**src/rtl/tank_motion.sv**
```systemverilog
// ============================================================================
// tank_motion
// ----------------------------------------------------------------------------
// Per-frame motion controller for one player tank. Decodes up to two USB
// keycodes into forward/reverse motion and rate-limited CCW/CW turning over
// 8 headings, clamps each axis independently against the playfield edges
// (so diagonal motion into an edge slides along it), honours a same-frame
// wall veto from the collision map, and supports respawn. Steps once per
// frame_clk edge.
//
// Optional feature macro: TANK_MOTION_BOOST_EN
//   When defined, an extra input 'boost' doubles the per-axis step while
//   moving; an axis whose boosted candidate is out of range retries at the
//   normal step before holding.
//
// Ports:
//   frame_clk   in   1      sole clock, one edge per video frame
//   Reset_n     in   1      synchronous reset, active low
//   keycode0    in   8      first pressed key (8'h00 = none)
//   keycode1    in   8      second pressed key (8'h00 = none)
//   respawn     in   1      load spawn state at next edge
//   wall_block  in   1      map reports NextX/NextY overlaps a wall
//   boost       in   1      (TANK_MOTION_BOOST_EN only) double step
//   NextX       out  POS_W  combinational candidate X for this frame
//   NextY       out  POS_W  combinational candidate Y for this frame
//   TankX       out  POS_W  registered X
//   TankY       out  POS_W  registered Y
//   TankS       out  POS_W  constant tank half-size
//   TankDir     out  3      registered heading (0=E, counting CCW)
//   Moving      out  1      registered; position changed at last edge
// ============================================================================
module tank_motion #(
    parameter int         POS_W      = 10,
    parameter int         X_MIN      = 0,
    parameter int         X_MAX      = 639,
    parameter int         Y_MIN      = 0,
    parameter int         Y_MAX      = 479,
    parameter int         X_START    = 320,
    parameter int         Y_START    = 240,
    parameter int         SIZE       = 4,
    parameter int         STEP       = 1,
    parameter int         TURN_DELAY = 4,
    parameter logic [7:0] KEY_FWD    = 8'h1A,
    parameter logic [7:0] KEY_BACK   = 8'h16,
    parameter logic [7:0] KEY_LEFT   = 8'h04,
    parameter logic [7:0] KEY_RIGHT  = 8'h07
) (
    input  logic             frame_clk,
    input  logic             Reset_n,
    input  logic [7:0]       keycode0,
    input  logic [7:0]       keycode1,
    input  logic             respawn,
    input  logic             wall_block,
`ifdef TANK_MOTION_BOOST_EN
    input  logic             boost,
`endif
    output logic [POS_W-1:0] NextX,
    output logic [POS_W-1:0] NextY,
    output logic [POS_W-1:0] TankX,
    output logic [POS_W-1:0] TankY,
    output logic [POS_W-1:0] TankS,
    output logic [2:0]       TankDir,
    output logic             Moving
);

    // Two extra bits give headroom for sign and overflow so that
    // candidates just below zero are seen as negative rather than wrapping.
    localparam int SW    = POS_W + 2;
    localparam int CNT_W = (TURN_DELAY > 1) ? $clog2(TURN_DELAY) : 1;

    localparam logic signed [SW-1:0] SIZE_S  = SW'(SIZE);
    localparam logic signed [SW-1:0] STEP_S  = SW'(STEP);
    localparam logic signed [SW-1:0] X_MIN_S = SW'(X_MIN);
    localparam logic signed [SW-1:0] X_MAX_S = SW'(X_MAX);
    localparam logic signed [SW-1:0] Y_MIN_S = SW'(Y_MIN);
    localparam logic signed [SW-1:0] Y_MAX_S = SW'(Y_MAX);

    logic [POS_W-1:0] r_x;
    logic [POS_W-1:0] r_y;
    logic [2:0]       r_dir;
    logic [CNT_W-1:0] r_cnt;
    logic             r_moving;

    logic w_fwd, w_back, w_left, w_right;
    logic w_fwdAct, w_backAct, w_leftAct, w_rightAct;
    logic signed [1:0]    w_ux, w_uy;
    logic signed [SW-1:0] w_dx, w_dy;
    logic signed [SW-1:0] w_xs, w_ys;
    logic signed [SW-1:0] w_cx, w_cy;
    logic [2:0]           w_nextDir;
    logic [CNT_W-1:0]     w_nextCnt;

    // True when a tank centred on c stays entirely within [lo, hi].
    function automatic logic fits(input logic signed [SW-1:0] c,
                                  input logic signed [SW-1:0] lo,
                                  input logic signed [SW-1:0] hi);
        return ((c - SIZE_S) >= lo) && ((c + SIZE_S) <= hi);
    endfunction

    // Unit X component of a heading (screen coordinates).
    function automatic logic signed [1:0] unitX(input logic [2:0] d);
        case (d)
            3'd0, 3'd1, 3'd7: return 2'sd1;
            3'd3, 3'd4, 3'd5: return -2'sd1;
            default:          return 2'sd0;
        endcase
    endfunction

    // Unit Y component of a heading; Y grows downward, so north is -1.
    function automatic logic signed [1:0] unitY(input logic [2:0] d);
        case (d)
            3'd1, 3'd2, 3'd3: return -2'sd1;
            3'd5, 3'd6, 3'd7: return 2'sd1;
            default:          return 2'sd0;
        endcase
    endfunction

    // Key decode: a key counts if either keycode slot carries it, and
    // opposing keys held together cancel each other.
    always_comb begin
        w_fwd      = (keycode0 == KEY_FWD)   || (keycode1 == KEY_FWD);
        w_back     = (keycode0 == KEY_BACK)  || (keycode1 == KEY_BACK);
        w_left     = (keycode0 == KEY_LEFT)  || (keycode1 == KEY_LEFT);
        w_right    = (keycode0 == KEY_RIGHT) || (keycode1 == KEY_RIGHT);
        w_fwdAct   = w_fwd   & ~w_back;
        w_backAct  = w_back  & ~w_fwd;
        w_leftAct  = w_left  & ~w_right;
        w_rightAct = w_right & ~w_left;
    end

    // Motion vector from the heading held before this edge; a turn taken at
    // the same edge only affects motion from the following frame.
    always_comb begin
        w_ux = unitX(r_dir);
        w_uy = unitY(r_dir);
        w_dx = '0;
        w_dy = '0;
        if (w_fwdAct) begin
            w_dx = SW'(w_ux) * STEP_S;
            w_dy = SW'(w_uy) * STEP_S;
        end else if (w_backAct) begin
            w_dx = -(SW'(w_ux) * STEP_S);
            w_dy = -(SW'(w_uy) * STEP_S);
        end
    end

    // Per-axis candidate with independent clamping: an axis that would push
    // the tank past its edge simply holds while the other axis still moves.
    always_comb begin
        w_xs = $signed({2'b00, r_x});
        w_ys = $signed({2'b00, r_y});
        w_cx = w_xs;
        w_cy = w_ys;
`ifdef TANK_MOTION_BOOST_EN
        if (boost && fits(w_xs + (w_dx <<< 1), X_MIN_S, X_MAX_S))
            w_cx = w_xs + (w_dx <<< 1);
        else if (fits(w_xs + w_dx, X_MIN_S, X_MAX_S))
            w_cx = w_xs + w_dx;
        if (boost && fits(w_ys + (w_dy <<< 1), Y_MIN_S, Y_MAX_S))
            w_cy = w_ys + (w_dy <<< 1);
        else if (fits(w_ys + w_dy, Y_MIN_S, Y_MAX_S))
            w_cy = w_ys + w_dy;
`else
        if (fits(w_xs + w_dx, X_MIN_S, X_MAX_S))
            w_cx = w_xs + w_dx;
        if (fits(w_ys + w_dy, Y_MIN_S, Y_MAX_S))
            w_cy = w_ys + w_dy;
`endif
    end

    // Turn rate limiter: a turn fires only when the counter is idle, then
    // the counter spaces out repeats while the key stays held. Releasing
    // the turn keys clears it so a fresh tap responds immediately.
    always_comb begin
        w_nextDir = r_dir;
        w_nextCnt = r_cnt;
        if (!(w_leftAct || w_rightAct)) begin
            w_nextCnt = '0;
        end else if (r_cnt == '0) begin
            w_nextDir = w_leftAct ? (r_dir + 3'd1) : (r_dir - 3'd1);
            w_nextCnt = CNT_W'(TURN_DELAY - 1);
        end else begin
            w_nextCnt = r_cnt - CNT_W'(1);
        end
    end

    // State update: reset and respawn both load the spawn state; otherwise
    // the wall veto freezes both axes for this frame.
    always_ff @(posedge frame_clk) begin
        if (!Reset_n || respawn) begin
            r_x      <= POS_W'(X_START);
            r_y      <= POS_W'(Y_START);
            r_dir    <= 3'd0;
            r_cnt    <= '0;
            r_moving <= 1'b0;
        end else begin
            r_dir <= w_nextDir;
            r_cnt <= w_nextCnt;
            if (wall_block) begin
                r_moving <= 1'b0;
            end else begin
                r_x      <= NextX;
                r_y      <= NextY;
                r_moving <= (NextX != r_x) || (NextY != r_y);
            end
        end
    end

    assign NextX   = w_cx[POS_W-1:0];
    assign NextY   = w_cy[POS_W-1:0];
    assign TankX   = r_x;
    assign TankY   = r_y;
    assign TankS   = POS_W'(SIZE);
    assign TankDir = r_dir;
    assign Moving  = r_moving;

endmodule

```
**config.mk**
```make
export PLATFORM = sky130hd
export DESIGN_NAME = tank_motion
export DESIGN_NICKNAME = d
export VERILOG_FILES = /design/src/rtl/tank_motion.sv
export SDC_FILE = /design/constraint.sdc
export NUM_CORES = 1
export LEC_CHECK = 0
export CAP_MARGIN = 0
export CORE_UTILIZATION = 57
export CTS_BUF_LIST = sky130_fd_sc_hd__clkbuf_16
export DETAILED_ROUTE_END_ITERATION = 7
export PLACE_DENSITY = 0.88
export SLEW_MARGIN = 25
export SYNTH_ARGS = -nofsm -noshare
export SYNTH_HDL_FRONTEND = slang
export SYNTH_SLANG_ARGS = --single-unit
```
**constraint.sdc**
```tcl
create_clock -name frame_clk -period 17.64 [get_ports frame_clk]
set_input_delay 3.528 -clock frame_clk [delete_from_list [all_inputs] [get_ports frame_clk]]
set_output_delay 3.528 -clock frame_clk [all_outputs]
set_load 0.1 [all_outputs]
```
==> results.py <==
metrics = {
    "run_status": {
        "status": "finished clean",
    },
    "route": {
        "ant_nets": 0,
        "drt-initial-drc-count": 230,
        "drt_pre_antenna_iters": 7,
        "via_per_inst": 6.23,
        "route.detailed.drc": 0,
        "wire_per_inst_um": 16.2,
        "routed_wl_um": 9270,
        "vias": 3571,
    },
    "place": {
        "port_buffers": 63,
        "dp_hpwl_um": 6970,
        "finalWeightedCongestion": 0.911,
    },
    "finish": {
        "multi_input_area_sq_mm": 0.00279,
        "nNetsFinal": 552,
        "layout-drive-gt1-share_pct": 7.43,
        "seq_area_sq_um": 520,
        "antenna_cells": 0,
        "area_growth_pct": 20.2,
        "n_fill_cell": 473,
    },
    "setup_path": {
        "cp.arrival_ns": 10.05,
        "required_ns": 14.11,
        "critPathBufInv": 2,
        "worstPathMaxFanout": 19,
        "r2r_start": "TankDir[0]",
        "critPathLaunchType": "input port",
        "crit_path_start": "keycode1[5]",
        "crit_chain": "clkdlybuf4s50_1 > or3_1 > or3_4 > or3_4 > a31o_1 > a21boi_4 > ha_1 > a21o_1 > a21oi_1 > xor2_1 > nand2_1 > or4_1 > nor2_1 > o21ai_2 > o22ai_4 > mux2_2 > clkdlybuf4s50_1",
        "critPathKind": "in2out",
        "max_stage_delay_ns": 1.13,
        "slowest_stage": "clkdlybuf4s50_1",
        "crit_path_end_kind": "primary output",
        "cp_top_family": "simple AND/OR/NAND/NOR gates",
    },
    "synth": {
        "synth_seq_area_share_pct": 14.9,
        "synth_xor_area_share_pct": 8.75,
        "synth-edff-count": 0,
        "synth_top_family_by_area": "compound AO/OA/AOI/OAI gates",
        "synthFlopType": "dfxtp_1",
        "syn_avg_cell_area_sq_um": 7.82,
        "synth_mux_area_share_pct": 7.35,
        "synth_compound_area_share_pct": 25.9,
        "async_reset_ff_share_pct": 0,
        "synth_fa_ha_area_share_pct": 12.2,
        "synthesis.area_sq_mm": 0.00350,
        "ys.warnings.count": 0,
        "yosys.area_share.simple_pct": 24.4,
        "synth_cell_type_count": 70,
        "synth-seq-cells": 26,
        "syn_inst": 448,
    },
    "timing": {
        "slew_viol_final": 0,
        "worst_pin_slew_ns": 0.986,
        "slew_headroom_pct": 34.0,
        "hold_violations": 0,
        "finClkSkew_ns": 0.00529,
        "max_freq_mhz": 73.6,
        "fin_crit_sh_pct": 77.0,
        "hold_ws_ns": 0.529,
        "finalSetupViolCount": 0,
        "rsz0062_at_grt": "no",
        "period_needed_ns": 13.58,
        "setup_tns_ns": 0,
    },
    "power_and_ir_drop": {
        "power_density_mw_per_mm2": 40.1,
        "leakage_nw": 1.71,
        "vdd_ir_drop_max_mv": 0.0493,
    },
    "clocking": {
        "clock_latency_ns": 0.26,
        "htreeDepth": 1,
        "path_clk_slew_ns": 0.06,
        "cts_tree": "done",
        "cts_resized": 0,
        "cts_root_buf": "clkbuf_16",
        "cts_buffers": 3,
        "clock-sinks": 26,
        "cts_hold_buf": 0,
        "clk_path_buf_depth": 2,
        "postCtsSetupBuffers": 0,
    },
    "floorplan": {
        "die_y_um": 80.4,
        "core_sq_mm": 0.00592,
        "num_io_pins": 74,
        "fp.dieW_um": 80.4,
        "initial_core_util_pct": 59.2,
        "rows": 28,
        "dieArea_sq_mm": 0.00647,
    },
    "global_route": {
        "grt_max_degree": 22,
        "grt_pass1_vias": 3199,
        "antenna_found_initial": 0,
        "grt_pass1_wl_um": 14600,
        "grt_use_total_pct": 28.1,
        "gr-total-overflow": 0,
    },
    "worst_hold_path": {
        "worst_hold_path_type": "reg2reg",
        "worstHoldStart": "TankX[5]",
    },
    "run": {
        "max_cap_violations": 0,
    },
}
==> cell usage after synthesis, types with 3 or more instances <==
cell / n / area, sq um
inv_1: 17 / 63.8
clkbuf_1: 10 / 37.5
a21oi_2: 3 / 26.3
or2_2: 3 / 18.8
a21o_1: 9 / 67.6
xor2_1: 11 / 96.3
nand3b_1: 6 / 45.0
o211ai_1: 4 / 30.0
nor3_1: 17 / 85.1
nand2_1: 31 / 116
mux2_2: 12 / 135
o21a_1: 7 / 52.6
nand3_1: 12 / 60.1
a2111oi_0: 3 / 26.3
buf_2: 3 / 15.0
and2_1: 4 / 25.0
nand4_1: 3 / 18.8
nor2b_1: 9 / 56.3
o21ai_0: 26 / 130
o2bb2ai_1: 3 / 26.3
nor2_1: 44 / 165
a31oi_1: 6 / 37.5
or3_1: 5 / 31.3
ha_1: 31 / 388
nand2b_1: 7 / 43.8
a21oi_1: 19 / 95.1
o211a_1: 4 / 40.0
dfxtp_1: 26 / 521
a211oi_1: 6 / 45.0
xnor2_1: 24 / 210
a211o_1: 4 / 35.0
mux2i_1: 10 / 100
buf_4: 11 / 82.6
nor4_1: 7 / 43.8
==> report_power, final <==
part	internal, W	total [W]	switching, W
logic	0.0000124	0.0000427	0.0000303
clock network	0.0000452	0.0000665	0.0000213
registers	0.0000591	0.0000597	0.000000567
total	0.000117	0.000169	0.0000522
==> flip-flops by register name, summed over array words and instances (netlist names) <==
signal   count
TankY       10
TankX       10
TankDir      3
r_cnt        2
Moving       1
==> placed cells by master (no fill, tap or decap), types with 3 or more instances in the layout <==
cell type / synthesis / layout
xor2_1: 11 / 11
inv_1: 17 / 17
o21a_1: 7 / 7
a21oi_2: 3 / 3
a2111oi_0: 3 / 3
nor3_1: 17 / 17
clkdlybuf4s50_1: 0 / 63
nand3b_1: 6 / 6
or2_2: 3 / 3
a211oi_1: 6 / 6
dfxtp_1: 26 / 26
clkbuf_16: 0 / 3
a21o_1: 9 / 9
o211ai_1: 4 / 4
nor2b_1: 9 / 9
a211o_1: 4 / 4
a21oi_1: 19 / 19
ha_1: 31 / 31
o211a_1: 4 / 4
and2_1: 4 / 4
conb_1: 2 / 10
mux2_2: 12 / 12
or3_1: 5 / 5
mux2i_1: 10 / 10
nand2b_1: 7 / 7
nand3_1: 12 / 12
o2bb2ai_1: 3 / 3
o21ai_0: 26 / 26
a31oi_1: 6 / 6
nor2_1: 44 / 44
nand4_1: 3 / 3
nor4_1: 7 / 7
nand2_1: 31 / 31
xnor2_1: 24 / 24
==> through the flow <==
step                      total power [W]  util (%)  area, sq um  worst slack (ns)  instances
after detailed placement         0.000103      69.4         4110              4.14        569
final                            0.000169      71.2         4210              4.06        573
after global placement           0.000103      69.4         4110              4.22        569
after global routing             0.000174      71.2         4210              3.76        573
after CTS                        0.000170      71.2         4210              4.11        573
after floorplan                 0.0000954         -         3530              4.01        456
==> worst min-delay path: stages (launching register included) <==
cell     delay [ns]
dfxtp_1        0.35
nand2_1        0.07
mux2i_1        0.06
==> cell families (layout without fill, tap and decap cells) <==
family	Yosys count	after routing
and+or+nand+nor	163	163
AOI/OAI and AO/OA	122	122
buffers and inverters	43	85
xor gates and xnor gates	35	35
adders and majority gates	33	33
DFF	26	26
muxes	24	24
other	2	10
==> area by class of cell <==
cell class / instances / share of cell area, %
Clock inverter: 1 / 0.713
Multi-Input combinational cell: 387 / 66.3
Sequential cell: 26 / 12.4
Inverter: 17 / 1.51
Tap cell: 75 / 2.23
Clock buffer: 3 / 1.78
Timing Repair Buffer: 64 / 15.1
==> routing by layer <==
layer,track usage (%),share of wire (%)
met5,0,0
met4,5.00,0.86
met3,3.75,7.5
met2,50.2,48
met1,35.9,43
==> path summary, 6_finish.rpt <==
path / slack, ns / cells after the start / to
worst min-delay path: 0.53 / 2 / TankX[5]
worst max register to register: 12.16 / 19 / TankY[8]
worst max-delay path: 4.06 / 17 / NextX[3]
worst min register to register: 0.53 / 2 / TankX[5]
Power figures use the tool's default switching activity.
